--- config.mk ---
export PLATFORM = sky130hd
export DESIGN_NAME = alu_md_unit
export DESIGN_NICKNAME = d
export VERILOG_FILES = /design/src/rtl/riscv_pkg.sv /design/src/rtl/md_decode.sv /design/src/rtl/alu_md_unit.sv
export SDC_FILE = /design/constraint.sdc
export NUM_CORES = 1
export LEC_CHECK = 0
export CAP_MARGIN = 10
export CORE_MARGIN = 3
export CORE_UTILIZATION = 41
export DETAILED_ROUTE_END_ITERATION = 16
export PLACE_DENSITY = 0.74
export SYNTH_ARGS = -nofsm -noshare
export SYNTH_HDL_FRONTEND = slang
export SYNTH_SLANG_ARGS = --single-unit
--- constraint.sdc ---
create_clock -name clk -period 4.56 [get_ports clk]
set_input_delay 0.684 -clock clk [delete_from_list [all_inputs] [get_ports clk]]
set_output_delay 0.684 -clock clk [all_outputs]
set_load 0.1 [all_outputs]
--- src/rtl/riscv_pkg.sv ---
// riscv_pkg: shared RV M-extension constants, operation enum and FSM state type
// used by the multiply/divide unit and its decoder.
package riscv_pkg;

  localparam logic [6:0] OP_REG    = 7'b0110011;
  localparam logic [6:0] F7_MULDIV = 7'b0000001;

  // Encoding equals funct3, so decode is a straight cast.
  typedef enum logic [2:0] {
    MD_MUL    = 3'b000,
    MD_MULH   = 3'b001,
    MD_MULHSU = 3'b010,
    MD_MULHU  = 3'b011,
    MD_DIV    = 3'b100,
    MD_DIVU   = 3'b101,
    MD_REM    = 3'b110,
    MD_REMU   = 3'b111
  } md_op_t;

  typedef enum logic [1:0] {
    ST_IDLE = 2'd0,
    ST_MUL  = 2'd1,
    ST_DIV  = 2'd2,
    ST_FIN  = 2'd3
  } md_state_t;

endpackage

--- src/rtl/md_decode.sv ---
// md_decode: recognises RV M-extension register ops and extracts the operation.
module md_decode
  import riscv_pkg::*;
(
  input  logic [31:0] i_instr,
  output logic        o_is_md_c,
  output md_op_t      o_op_c
);

  logic w_unused_c;

  always_comb begin
    o_is_md_c = (i_instr[6:0] == OP_REG) && (i_instr[31:25] == F7_MULDIV);
    o_op_c    = md_op_t'(i_instr[14:12]);
  end

  // Register specifiers are not needed by the unit.
  assign w_unused_c = ^{i_instr[24:15], i_instr[11:7]};

endmodule

--- src/rtl/alu_md_unit.sv ---
// alu_md_unit: iterative RV M-extension multiply/divide unit, one bit per clock.
// Build option ALU_MD_DIV_EN: include the divider; without it divide ops finish flagged illegal.
module alu_md_unit
  import riscv_pkg::*;
#(
  parameter int unsigned XLEN = 32
) (
  input  logic            clk,
  input  logic            rst,
  input  logic            start,
  input  logic            flush,
  input  logic [31:0]     instr,
  input  logic [XLEN-1:0] rs1_val,
  input  logic [XLEN-1:0] rs2_val,
  output logic            is_md,
  output logic            busy,
  output logic            done,
  output logic            illegal,
  output logic [XLEN-1:0] result
);

  localparam int unsigned PW  = 2 * XLEN;
  localparam int unsigned XW1 = XLEN + 1;
  localparam int unsigned CW  = $clog2(XLEN);
`ifdef ALU_MD_DIV_EN
  localparam logic [XLEN-1:0] XMIN = {1'b1, {(XLEN-1){1'b0}}};
`endif

  md_state_t       r_state;
  md_op_t          r_op;
  logic [XLEN-1:0] r_a;
  logic [PW-1:0]   r_acc;
  logic [CW-1:0]   r_cnt;
  logic            r_neg_lo;
  logic            r_special;
  logic            r_ill;
  logic [XLEN-1:0] r_spec_val;
  logic            r_busy;
  logic            r_done;
  logic            r_illegal;
  logic [XLEN-1:0] r_result;
`ifdef ALU_MD_DIV_EN
  logic            r_neg_hi;
`endif

  logic            w_is_md;
  md_op_t          w_op;
  logic            w_accept;
  logic            w_op_div;
  logic            w_sgn1;
  logic            w_sgn2;
  logic            w_neg1;
  logic            w_neg2;
  logic [XLEN-1:0] w_mag1;
  logic [XLEN-1:0] w_mag2;
  logic [XW1-1:0]  w_sum;
  logic [PW-1:0]   w_mul_next;
  logic [PW-1:0]   w_prod;
  logic [XLEN-1:0] w_final;
`ifdef ALU_MD_DIV_EN
  logic [XW1-1:0]  w_shift;
  logic [XW1-1:0]  w_diff;
  logic [PW-1:0]   w_div_next;
  logic [XLEN-1:0] w_quo;
  logic [XLEN-1:0] w_rmd;
`endif

  md_decode u_decode (
    .i_instr   (instr),
    .o_is_md_c (w_is_md),
    .o_op_c    (w_op)
  );

  // Launch qualification and operand magnitudes for the decoded op.
  always_comb begin
    w_accept = start && w_is_md && ((r_state == ST_IDLE) || (r_state == ST_FIN));
    w_op_div = w_op[2];
    w_sgn1   = (w_op == MD_MULH) || (w_op == MD_MULHSU) || (w_op == MD_DIV) || (w_op == MD_REM);
    w_sgn2   = (w_op == MD_MULH) || (w_op == MD_DIV) || (w_op == MD_REM);
    w_neg1   = w_sgn1 && rs1_val[XLEN-1];
    w_neg2   = w_sgn2 && rs2_val[XLEN-1];
    w_mag1   = w_neg1 ? (XLEN'(0) - rs1_val) : rs1_val;
    w_mag2   = w_neg2 ? (XLEN'(0) - rs2_val) : rs2_val;
  end

  // Shift-add step: multiplier sits in the low half and is consumed LSB first.
  always_comb begin
    w_sum      = {1'b0, r_acc[PW-1:XLEN]} + (r_acc[0] ? {1'b0, r_a} : XW1'(0));
    w_mul_next = {w_sum, r_acc[XLEN-1:1]};
  end

`ifdef ALU_MD_DIV_EN
  // Restoring step: remainder in the high half, dividend shifts out as quotient shifts in.
  always_comb begin
    w_shift    = {r_acc[PW-1:XLEN], r_acc[XLEN-1]};
    w_diff     = w_shift - {1'b0, r_a};
    w_div_next = {(w_diff[XLEN] ? w_shift[XLEN-1:0] : w_diff[XLEN-1:0]),
                  r_acc[XLEN-2:0], ~w_diff[XLEN]};
  end
`endif

  // Sign correction and result selection applied when leaving FIN.
  always_comb begin
    w_prod  = r_neg_lo ? (PW'(0) - r_acc) : r_acc;
    w_final = (r_op == MD_MUL) ? w_prod[XLEN-1:0] : w_prod[PW-1:XLEN];
`ifdef ALU_MD_DIV_EN
    w_quo   = r_neg_lo ? (XLEN'(0) - r_acc[XLEN-1:0]) : r_acc[XLEN-1:0];
    w_rmd   = r_neg_hi ? (XLEN'(0) - r_acc[PW-1:XLEN]) : r_acc[PW-1:XLEN];
    if (r_op[2]) begin
      w_final = r_op[1] ? w_rmd : w_quo;
    end
`endif
    if (r_special) begin
      w_final = r_spec_val;
    end
  end

  always_ff @(posedge clk or posedge rst) begin
    if (rst) begin
      r_state    <= ST_IDLE;
      r_op       <= MD_MUL;
      r_a        <= '0;
      r_acc      <= '0;
      r_cnt      <= '0;
      r_neg_lo   <= 1'b0;
      r_special  <= 1'b0;
      r_ill      <= 1'b0;
      r_spec_val <= '0;
      r_busy     <= 1'b0;
      r_done     <= 1'b0;
      r_illegal  <= 1'b0;
      r_result   <= '0;
`ifdef ALU_MD_DIV_EN
      r_neg_hi   <= 1'b0;
`endif
    end else begin
      r_done    <= 1'b0;
      r_illegal <= 1'b0;
      if (flush) begin
        r_state <= ST_IDLE;
        r_busy  <= 1'b0;
      end else begin
        case (r_state)
          ST_MUL: begin
            r_acc <= w_mul_next;
            r_cnt <= r_cnt + CW'(1);
            if (r_cnt == CW'(XLEN - 1)) begin
              r_state <= ST_FIN;
              r_busy  <= 1'b0;
            end
          end
`ifdef ALU_MD_DIV_EN
          ST_DIV: begin
            r_acc <= w_div_next;
            r_cnt <= r_cnt + CW'(1);
            if (r_cnt == CW'(XLEN - 1)) begin
              r_state <= ST_FIN;
              r_busy  <= 1'b0;
            end
          end
`endif
          ST_FIN: begin
            r_done    <= 1'b1;
            r_illegal <= r_ill;
            r_result  <= w_final;
            r_state   <= ST_IDLE;
          end
          default: ;
        endcase

        // A start in FIN overrides the return to IDLE (back-to-back issue).
        if (w_accept) begin
          r_op       <= w_op;
          r_cnt      <= '0;
          r_special  <= 1'b0;
          r_ill      <= 1'b0;
          r_spec_val <= '0;
          if (!w_op_div) begin
            r_a      <= w_mag1;
            r_acc    <= {XLEN'(0), w_mag2};
            r_neg_lo <= w_neg1 ^ w_neg2;
            r_state  <= ST_MUL;
            r_busy   <= 1'b1;
          end else begin
`ifdef ALU_MD_DIV_EN
            r_neg_lo <= w_neg1 ^ w_neg2;
            r_neg_hi <= w_neg1;
            if (rs2_val == XLEN'(0)) begin
              r_special  <= 1'b1;
              r_spec_val <= w_op[1] ? rs1_val : {XLEN{1'b1}};
              r_state    <= ST_FIN;
            end else if (w_sgn1 && (rs1_val == XMIN) && (&rs2_val)) begin
              r_special  <= 1'b1;
              r_spec_val <= w_op[1] ? XLEN'(0) : rs1_val;
              r_state    <= ST_FIN;
            end else begin
              r_a     <= w_mag2;
              r_acc   <= {XLEN'(0), w_mag1};
              r_state <= ST_DIV;
              r_busy  <= 1'b1;
            end
`else
            r_special <= 1'b1;
            r_ill     <= 1'b1;
            r_state   <= ST_FIN;
`endif
          end
        end
      end
    end
  end

  assign is_md   = w_is_md;
  assign busy    = r_busy;
  assign done    = r_done;
  assign illegal = r_illegal;
  assign result  = r_result;

endmodule
---- After elaboration in Yosys (flattened, before gate mapping) ----
Index checks and enable logic that the tools add are counted.
operators by class
  $add $sub $neg .......................... 5
  $mul .................................... 0
  div/mod/pow operators ................... 0
  magnitude comparators ................... 0
  eq/ne operators ......................... 10
  shifts and indexed selects .............. 0
  multiplexer cells ....................... 26
  bitwise operators ....................... 3
  reductions and logical operators ........ 20
operators with widths
  cell                                                                    number
  64-bit two-way mux                                                      4
  32-bit two-way mux                                                      5
  1-bit by 32-bit subtractor with 32-bit output (first input constant)    2
  1-bit by 64-bit subtractor with 64-bit output (first input constant)    1
  32-bit by 32-bit adder with 33-bit output                               1
  1-bit two-way mux                                                       10
  5-bit two-way mux                                                       2
  2-bit two-way mux                                                       4
  2-bit AND reduction                                                     4
  7-bit by 1-bit equality test with 1-bit output (second input constant)  1
  7-bit by 6-bit equality test with 1-bit output (second input constant)  1
  3-bit equality test (second input constant)                             2
  1-bit logical OR                                                        6
  5-bit by 1-bit adder with 5-bit output (second input constant)          1
  5-bit equality test (second input constant)                             1
  1-bit logical AND                                                       5
  4-bit inequality test (second input constant)                           1
  2-bit one-hot mux with 2 select lines                                   1
  4-bit nonzero test                                                      1
  3-bit by 1-bit equality test with 1-bit output (second input constant)  1
  3-bit by 2-bit equality test with 1-bit output (second input constant)  1
  3-bit logical NOT                                                       1
  3-bit AND reduction                                                     1
  2-bit by 1-bit equality test with 1-bit output (second input constant)  1
  5 further kinds                                                         6
storage, ports and cells
  register bits ........................... 143
  bits in latches ......................... 0
  bits in writable memories ............... 0
  ROM bits ................................ 0
  input bits .............................. 100
  word-level logic and storage cells ...... 75
  memories ................................ 0

---- Logic depth before layout (Yosys ltp) ----
Gate-level depths: netlist (run 1).
  word-level depth ........................ 7
  gate-level depth with buffers ........... 12

---- Hierarchy ----
Synthesis (run 1) repeated with hierarchy kept, for this count alone.
unflattened totals
  cells, all modules ...................... 1,243
  area, all modules ....................... 10,392.5 µm²
modules (own cells, without submodules)
  module       instances  cells each  area each (µm²)  sequential area each (µm²)
  alu_md_unit  1          1,235       10,329.9         3,553.4
  md_decode    1          8           62.6             0.0

---- Worst setup path before layout (run 1) ----
No wires, ideal clock.
  path type ............................... register to register
  from .................................... register r_acc[0]
  to ...................................... register r_acc[61]
  library setup time ...................... 0.126 ns
  arrival ................................. 3.221 ns
  setup slack ............................. 1.213 ns
  stages on the path, launching flop included .. 12
  path buffers ............................ 2
  clock period less this slack ............ 3.347 ns
  cells stage by stage .................... dfrtp_1 -> clkbuf_1 -> clkbuf_1 -> and2_1 -> ha_1 -> fa_1 -> a211oi_1 -> o21a_1 -> o32ai_1 -> a2111oi_0 -> o41ai_1 -> a221o_1
on the way
  cells in the longest elaborated chain, start to end .. 5
ends and longest elaborated chain
  element                                      line                text
  start, declared                              alu_md_unit.sv:32   logic [PW-1:0] r_acc;
  start signal, assigned                       alu_md_unit.sv:145  r_acc <= w_mul_next;
  start signal, assigned                       alu_md_unit.sv:180  r_acc <= {XLEN'(0), w_mag2};
  32-bit two-way mux *                         alu_md_unit.sv:88   w_sum = {1'b0, r_acc[PW-1:XLEN]} + (r_acc[0] ? {1'b0, r_a} : XW1'(0));
  32-bit by 32-bit adder with 33-bit output *  alu_md_unit.sv:88
  64-bit two-way mux *                         alu_md_unit.sv:143  case (r_state)
  64-bit two-way mux                           alu_md_unit.sv:178  if (!w_op_div) begin
  64-bit two-way mux *                         alu_md_unit.sv:172  if (w_accept) begin
Mark *: on every way between the ends. The rest lies on a longest branch, timed or not.
A chain may end at the register's enable or synchronous reset.

---- Final worst setup path (run 1) ----
Ends and elaborated chain as after synthesis.

==> results of run 1 <==
-- registers in the layout, summed over array words and instances, names as in the netlist --
signal,count
r_a,32
result,32
illegal,1
r_cnt,5
r_neg_lo,1
r_op,3
r_acc,64
r_state,2
busy,1
done,1
-- area by class of cell --
class,count,area [µm²],area share
repair buffers,142,1364,0.1066
inverters,25,98.84,0.007729
well taps,330,412.9,0.03229
flip-flops and latches,142,3553,0.2779
multi-input cells,1059,6739,0.5270
clock inverters,14,191.4,0.01497
clock buffers,18,429.2,0.03356
-- placed cells by master (no fill, tap or decap), drive strengths merged, types with 8 or more instances in the layout --
cell type      instances
o221ai                13
xor2                  57
nand3                 17
o41ai                 14
nand2                158
or3                   18
o22ai                  8
a21oi                 74
inv                   27
o21ai                141
a21o                  14
a211oi                10
xnor2                 71
clkdlybuf4s50        119
ha                    39
or4                    9
buf                   23
a31oi                 14
a22oi                 26
nand4                 23
nor3                  47
nor4                  18
and2                  36
nor2                  93
dfrtp                142
o31ai                 29
clkbuf                18
and3                  10
-- power groups by stage --
stage               Clock (mW)  Sequential (mW)  Combinational (mW)
floorplan                    0             1.38               0.357
global placement             0             1.43               0.537
detailed placement           0             1.43               0.543
CTS                       1.50             1.41               0.547
global route              1.56             1.42               0.611
finish                    1.49             1.41               0.551
-- path summary, 6_finish.rpt --
kind                               to     start
min in group asynchronous    r_acc[3]       rst
max reg2reg                 r_acc[61]  r_acc[0]
min reg2reg                   r_a[15]   r_a[15]
max                         r_acc[61]  r_acc[0]
max in group asynchronous  result[19]       rst
min                           r_a[15]   r_a[15]
-- layer usage --
layer	routed length, µm	global-route usage	vias up	part of all wire
met3	2270	0.03140	45	0.070
met2	14370	0.3567	387	0.44
met5	0	0	-	0
met1	15240	0.3380	4948	0.47
li1	-	-	4976	-
met4	707	0.06866	0	0.022
-- cell families after synthesis --
family	count (synthesis)	synth area share
compound gates	413	0.2497
xor+xnor	128	0.1053
fa+ha+maj	40	0.04772
buf+inv	101	0.03561
flops	142	0.3338
mux	8	0.007875
simple gates	470	0.2200
-- worst min-delay path, cell delays in order, from the launching register on --
cell and delay (ps):
dfrtp_1 330, nand2_1 40, o21ai_0 60
-- stage by stage --
stage                     instances  utilization
after floorplan                1302            -
after global placement         1698       0.4804
after detailed placement       1698       0.4804
after CTS                      1730       0.5049
after global routing           1730       0.5049
final                          1730       0.5049
==> flow_summary_export.csv, run 1 <==
group,metric,value,unit
floorplanning,row_count,58,
drt,vias,10360,
drt,drt_first_pass_iters,5,
sta,setup_viol,0,
synthesis,synth_top_area_frac,0.3338,
final_layout,layout-drive-gt1-share,0.05929,
worst_setup_path,worstPathArrival,3820,ps
pwr,power,3.450,mW
placement,io_buffer_count,120,
drt,vias_per_cell,5.986,
pwr,clkPwrFrac,0.432,
pwr,sw_frac_of_total,0.2870,
pwr,p_switching,0.9902,mW
sta,fin_tns_setup,0,ps
pwr,combPwrFrac,0.160,
worst_setup_path,cp_data_required_time,4870,ps
worst_setup_path,cp-start-kind,"flop",
placement,dpl_cell_area,12170,µm²
synthesis,yosysWarnings,0,
pwr,p_seq_frac,0.409,
pwr,power.internal,2.460,mW
floorplanning,chipWidth,167.1,µm
job,drv_cap,0,
sta,finalWorstSetupSlack,1044,ps
drt,drt-total-wl,32580,µm
final_layout,area_delta_synth_final,20.13,%
synthesis,synthFlopType,"dfrtp_1",
clock_tree,clockBufferDepth,2,
worst_setup_path,cpPeakStageDelay,700,ps
synthesis,synthDistinctLibCells,76,
drt,drc,0,
worst_setup_path,r2r_cells,11,
placement,gp_congestion,0.9462,
sta,worst_pin_slew,1195,ps
synthesis,netlist_instances,1302,
final_layout,nNetsFinal,1527,
worst_setup_path,criticalPathCategory,"flop to flop",
pwr,p_leak,5.364,nW
pwr,max-vdd-ir-drop,201.4,µV
floorplanning,io_pins,136,
final_layout,fin_area,12790,µm²
sta,max_freq,284.4,MHz
synthesis,yosys-top-cells-area,"dfrtp_1, o21ai_0, xnor2_1",
synthesis,synth_edf_count,0,
synthesis,synth_most_common_cell,"nand2_1",
clock_tree,cts_resized,0,
synthesis,synth_nets,1442,
placement,dp_hpwl,24830,µm
worst_setup_path,timing.critical_path.cells,"and2_1 -> ha_1 -> fa_1 -> a211oi_1 -> o21a_1 -> o32ai_1 -> a2111oi_0 -> buf_4 -> o311ai_0 -> o41ai_1 -> a221o_1",
synthesis,synth_top_cells_by_count,"nand2_1, dfrtp_1, o21ai_0",
worst_setup_path,crit_slowest_cell,"dfrtp_1",
drt,ant_nets,0,
clock_tree,cts_setup_buffers,0,
synthesis,ys_seq_area_frac,0.3338,
floorplanning,die_area,27930,µm²
sta,finalCritPeriodShare,0.7711,
global_routing,grt_max_degree,105,
floorplanning,dieHeight,167.1,µm
floorplanning,start_util,0.4203,
global_routing,track_usage,0.2305,
worst_setup_path,worstPathBufferInverterCount,1,
status,status,"finished, final reports clean",
global_routing,grt_pass1_wl,52740,µm
sta,drv_slew,0,
hold_path,hold_path.class,"flop to flop",
global_routing,first_global_vias,9813,
synthesis,synthArstFlopShare,1.000,
synthesis,post-synth-top-area-cell,"dfrtp_1",
final_layout,fillerInstances,2444,
worst_setup_path,worst_setup_path_end_kind,"flop",
clock_tree,cts_tree,"yes",
synthesis,synthesis.area,10650,µm²
clock_tree,path_clk_slew,60,ps
worst_setup_path,cp.depth,11,
placement,place_ws,936.3,ps
sta,hold_viol_final,0,
floorplanning,core_area,25330,µm²
worst_setup_path,cp_top_family,"compound AO/OA/AOI/OAI gates",
synthesis,synth_seq_cells,142,
sta,rsz0062_at_grt,"false",
clock_tree,holdBufCountCts,0,
clock_tree,cts_root_buf,"clkbuf_16",
final_layout,diodes,0,
worst_setup_path,worstPathMaxFanout,15,
sta,post-route-min-period,3516,ps
drt,initialDrtViolationCount,993,
worst_setup_path,r2r_slack,1040,ps
global_routing,antenna_found_initial,0,
global_routing,grt.overflow.total,0,
hold_path,min_path_cells,2,
sta,fin_hold_ws,471.8,ps
sta,slew_headroom,0.1973,
drt,drt-wirelength-per-cell,18.83,µm
clock_tree,htree_levels,4,
sta,finClkSkew,7.207,ps
clock_tree,cts_num_sinks,142,
clock_tree,clk_latency,430,ps
synthesis,syn_avg_cell_area,8.176,µm²
clock_tree,numCtsBuffers,17,
pwr,power.density,269.8,nW/µm²
Power figures use the tool's default switching activity.
==> run 2: changes to the inputs <==
- PLACE_DENSITY: 0.74 -> 0.72
- clock period: 4.56 -> 3.5 ns (I/O delays scaled with it)
==> flow_summary_export.csv, run 2 (synthesis results as in run 1) <==
group,metric,value,unit
worst_setup_path,cpPeakStageDelay,490,ps
floorplanning,die_area,27930,µm²
drt,drt-total-wl,32940,µm
clock_tree,cts_root_buf,"clkbuf_16",
placement,gp_congestion,0.9559,
placement,io_buffer_count,120,
final_layout,fin_area,13040,µm²
floorplanning,core_area,25330,µm²
worst_setup_path,cp_data_required_time,3830,ps
clock_tree,holdBufCountCts,0,
placement,dp_hpwl,25270,µm
clock_tree,cts_tree,"yes",
clock_tree,cts_num_sinks,142,
clock_tree,clk_latency,440,ps
drt,initialDrtViolationCount,1108,
worst_setup_path,criticalPathCategory,"flop to flop",
final_layout,layout_commonest_cell,"nand2_1",
pwr,max-vdd-ir-drop,335.0,µV
clock_tree,clockBufferDepth,2,
drt,ant_nets,0,
sta,rsz0062_at_grt,"false",
clock_tree,path_clk_slew,70,ps
final_layout,largest_reg_flops,64,
final_layout,final_cell_mix,"nand2_1, dfrtp_1, o21ai_0, clkdlybuf4s50_1, nor2_1",
sta,drv_slew,0,
global_routing,grt_pass1_wl,52510,µm
sta,hold_viol_final,0,
final_layout,fillerInstances,2374,
final_layout,regMostFlops,"r_acc",
clock_tree,htree_levels,4,
final_layout,nNetsFinal,1557,
worst_setup_path,cp-start-kind,"flop",
worst_setup_path,worst_setup_path_end_kind,"flop",
drt,vias_per_cell,5.965,
pwr,p_leak,5.520,nW
global_routing,first_global_vias,9808,
worst_setup_path,timing.critical_path.cells,"and2_1 -> ha_1 -> o21ai_0 -> or2_2 -> o32ai_1 -> a2111oi_0 -> buf_4 -> o311ai_0 -> o41ai_1 -> a221o_1",
floorplanning,dieHeight,167.1,µm
final_layout,layout-drive-gt1-share,0.07902,
floorplanning,row_count,58,
sta,finalCritPeriodShare,0.9388,
global_routing,grt.overflow.total,0,
status,status,"finished, final reports clean",
sta,post-route-min-period,3286,ps
final_layout,diodes,0,
sta,fin_tns_setup,0,ps
pwr,power.density,343.8,nW/µm²
clock_tree,numCtsBuffers,17,
final_layout,area_delta_synth_final,22.49,%
final_layout,fin_util,0.5148,
drt,drt_first_pass_iters,5,
floorplanning,chipWidth,167.1,µm
global_routing,track_usage,0.2297,
sta,max_freq,304.3,MHz
global_routing,antenna_found_initial,0,
floorplanning,start_util,0.4203,
floorplanning,io_pins,136,
worst_setup_path,worstPathMaxFanout,10,
placement,dpl_cell_area,12430,µm²
drt,drc,0,
worst_setup_path,worstPathArrival,3610,ps
hold_path,hold_path.class,"flop to flop",
sta,fin_hold_ws,469.8,ps
sta,setup_viol,0,
sta,slew_headroom,0.1717,
sta,worst_pin_slew,1233,ps
job,drv_cap,0,
global_routing,grt_max_degree,63,
worst_setup_path,crit_slowest_cell,"dfrtp_2",
drt,drt-wirelength-per-cell,18.72,µm
drt,vias,10500,
sta,finClkSkew,17.64,ps
-- run 2: cell count changes in the layout (fill, tap and decap cells not counted), moves of 2 or more --
| cell | before | now |
|---|---|---|
| clkinv_4 | 1 | 3 |
| buf_4 | 23 | 50 |
| buf_12 | 0 | 3 |
| clkinv_2 | 3 | 1 |
-- run 2: path summary, 6_finish.rpt --
| path | start | to | slack, ps | depth (start not counted) |
|---|---|---|---|---|
| hold reg to reg | r_a[10] | r_a[10] | 470 | 2 |
| max in group asynchronous | rst | r_acc[57] | 2120 | 3 |
| min in group asynchronous | rst | r_acc[3] | 600 | 2 |
| setup / recovery | r_acc[0] | r_acc[61] | 210 | 10 |
| setup reg to reg | r_acc[0] | r_acc[61] | 210 | 10 |
| hold / removal | r_a[10] | r_a[10] | 470 | 2 |
-- run 2: final cells by class --
class                   instances  area, µm²  share of cell area
flip-flops and latches        142       3555              0.2726
clock inverters                14      181.4             0.01391
clock buffers                  18      429.2             0.03291
multi-input cells            1059       6736              0.5166
repair buffers                172       1627              0.1247
inverters                      25      97.59            0.007485
well taps                     330      412.9             0.03167
-- run 2: layer usage --
layer  up-vias  track usage  share of wire
li1       5045            -              -
met1      4979       0.3313           0.45
met2       419       0.3546           0.45
met3        55      0.04131          0.075
met4         0      0.06830          0.026
met5         -            0              0
-- run 2: repair_timing --
item | in CTS | in global routing
gates resized for setup | 0 | 1
setup buffers | 0 | 0
endpoints found under the setup margin | 0 | 1
-- run 2: through the flow --
step | setup WS, ps | power, mW | std cells
after floorplan | 153.3 | 2.265 | 1302
after detailed placement | 75.80 | 2.596 | 1728
after CTS | 174.1 | 4.484 | 1760
final | 214.1 | 4.483 | 1760
after global routing | 59.30 | 4.653 | 1760
after global placement | 93.38 | 2.582 | 1728
-- run 2: power by group --
part / leakage [nW] / total [mW] / switching, mW / internal, mW
clock network: 0.289 / 1.90 / 0.766 / 1.13
registers: 1.90 / 1.83 / 0.125 / 1.70
logic: 3.34 / 0.760 / 0.425 / 0.335
-- run 2: worst max-delay path: cells and delay by family (launching register included) --
kind	cells	cell delay (ps)
adder cells (fa/ha/maj)	1	340
flip-flops	1	490
AO/OA/AOI/OAI	6	1610
buffers and inverters	1	200
AND/OR/NAND/NOR	2	530
==> run 3: changes to the inputs <==
- CAP_MARGIN: 10 -> 20
- SETUP_SLACK_MARGIN: unset -> 0.3
==> flow_summary_export.csv, run 3 (synthesis results as in run 1) <==
group,metric,value,unit
status,status,"finished, final reports clean",
final_layout,fillerInstances,2370,
clock_tree,cts_setup_buffers,0,
sta,fin_tns_setup,0,ps
drt,drc,0,
worst_setup_path,cp-start-kind,"flop",
placement,place_inst,1730,
sta,rsz0062_at_grt,"true",
sta,finClkSkew,15.75,ps
global_routing,grt.overflow.total,0,
drt,vias,10610,
placement,gp_congestion,0.9721,
sta,worst_pin_slew,971.5,ps
worst_setup_path,cpPeakStageDelay,490,ps
pwr,max-vdd-ir-drop,328.2,µV
global_routing,grt_use_met2,0.3625,
worst_setup_path,r2r-end,"r_acc[62]",
drt,initialDrtViolationCount,1075,
worst_setup_path,r2r_cells,10,
clock_tree,cts_num_sinks,142,
worst_setup_path,crit_slowest_cell,"dfrtp_2",
global_routing,track_usage,0.2325,
clock_tree,cts_root_buf,"clkbuf_16",
global_routing,grt_use_met1,0.3357,
final_layout,nNetsFinal,1560,
sta,max_freq,322.2,MHz
job,drv_cap,0,
global_routing,antenna_found_initial,0,
placement,dp_hpwl,25610,µm
global_routing,grt_pass1_wl,53340,µm
floorplanning,io_pins,136,
clock_tree,clockBufferDepth,2,
worst_setup_path,worstPathArrival,3420,ps
drt,drt-total-wl,33310,µm
clock_tree,path_clk_slew,70,ps
drt,drt-wirelength-per-cell,18.89,µm
floorplanning,row_count,58,
sta,slew_headroom,0.3503,
floorplanning,die_area,27930,µm²
final_layout,diodes,0,
final_layout,multi_input_area,6800,µm²
final_layout,final_cell_count_no_fill,1763,
final_layout,ff_latch_area,3555,µm²
floorplanning,core_area,25330,µm²
sta,post-route-min-period,3104,ps
drt,drt_first_pass_iters,7,
sta,drv_slew,0,
clock_tree,holdBufCountCts,0,
worst_setup_path,timing.critical_path.cells,"buf_4 -> and2_1 -> ha_1 -> a21oi_1 -> o21ai_0 -> a21oi_2 -> o21bai_1 -> a221o_1 -> or3_1 -> a32o_1",
pwr,p_leak,5.515,nW
floorplanning,chipWidth,167.1,µm
sta,hold_viol_final,0,
pwr,power.density,337.6,nW/µm²
final_layout,area_delta_synth_final,22.88,%
global_routing,grtUsageMet3,0.04367,
worst_setup_path,worst_setup_path_end_kind,"flop",
final_layout,largest_reg_flops,64,
global_routing,top_usage_layer,"met2",
global_routing,grt_max_degree,89,
placement,io_buffer_count,120,
sta,setup_viol,0,
final_layout,layout-drive-gt1-share,0.08863,
worst_setup_path,rr_startpoint,"r_acc[0]",
global_routing,first_global_vias,10060,
sta,finalCritPeriodShare,0.8867,
worst_setup_path,cp_data_required_time,3820,ps
drt,ant_nets,0,
hold_path,hold_path.class,"input port to asynchronous set/reset pin",
worst_setup_path,criticalPathCategory,"flop to flop",
sta,fin_hold_ws,455.2,ps
final_layout,layout_commonest_cell,"nand2_1",
worst_setup_path,r2r_slack,400,ps
drt,vias_per_cell,6.018,
final_layout,regMostFlops,"r_acc",
floorplanning,start_util,0.4203,
worst_setup_path,worstPathMaxFanout,24,
clock_tree,htree_levels,4,
clock_tree,clk_latency,430,ps
floorplanning,dieHeight,167.1,µm
final_layout,final_cell_mix,"nand2_1, dfrtp_1, o21ai_0, clkdlybuf4s50_1, nor2_1",
clock_tree,numCtsBuffers,17,
clock_tree,cts_tree,"yes",
==> run 3: per-stage QoR <==
stage          total power, mW  cell area [µm²]  setup slack (ps)    util
6_report                 4.416            13080             396.4  0.5165
5_1_grt                  4.591            13080             244.6  0.5165
4_1_cts                  4.419            13020             319.1  0.5140
2_1_floorplan            2.265            10660             322.0       -
3_5_place_dp             2.602            12440             82.21  0.4910
3_3_place_gp             2.587            12440             102.0  0.4910
==> run 3: how the worst max path moves through the flow <==
stage                startpoint        end  slack, ps  cells past startpoint
CTS                    r_acc[0]  r_acc[61]        320                     10
detailed placement  rs2_val[18]  r_acc[29]         80                      8
floorplan              r_acc[0]  r_acc[61]        320                     12
global placement    rs2_val[18]  r_acc[29]        100                      8
global route           r_acc[0]  r_acc[62]        240                     10
finish                 r_acc[0]  r_acc[62]        400                     10
==> run 3: per-layer routing <==
metal,up-vias,part of all wire
li1,5051,-
met1,5045,0.45
met2,450,0.44
met3,63,0.081
met4,0,0.020
met5,-,0
==> run 3: final cells by class <==
class                           count  share of cell area
Clock buffer                       19             0.03386
Clock inverter                     13             0.01062
Inverter                           25            0.007461
Multi-Input combinational cell   1059              0.5198
Sequential cell                   142              0.2717
Tap cell                          330             0.03156
Timing Repair Buffer              175              0.1249
==> run 3: critical path, delay by kind of cell (launching register included) <==
| family | cells | cell delay, ps |
|---|---|---|
| AOI/OAI and AO/OA | 6 | 1360 |
| and+or+nand+nor | 2 | 530 |
| DFF | 1 | 490 |
| adders and majority gates | 1 | 370 |
| buffers and inverters | 1 | 230 |
==> run 3: report_power, final <==
group | switching [mW] | total (mW) | internal, mW
sequential | 0.129 | 1.83 | 1.70
clock | 0.757 | 1.83 | 1.07
combinational | 0.426 | 0.762 | 0.336
total | 1.31 | 4.42 | 3.10
==> run 3: repair_timing <==
| action | in CTS | in global routing |
|---|---|---|
| setup endpoints to repair | 4 | 8 |
| pin swaps | 0 | 1 |
| gates resized for setup | 2 | 13 |
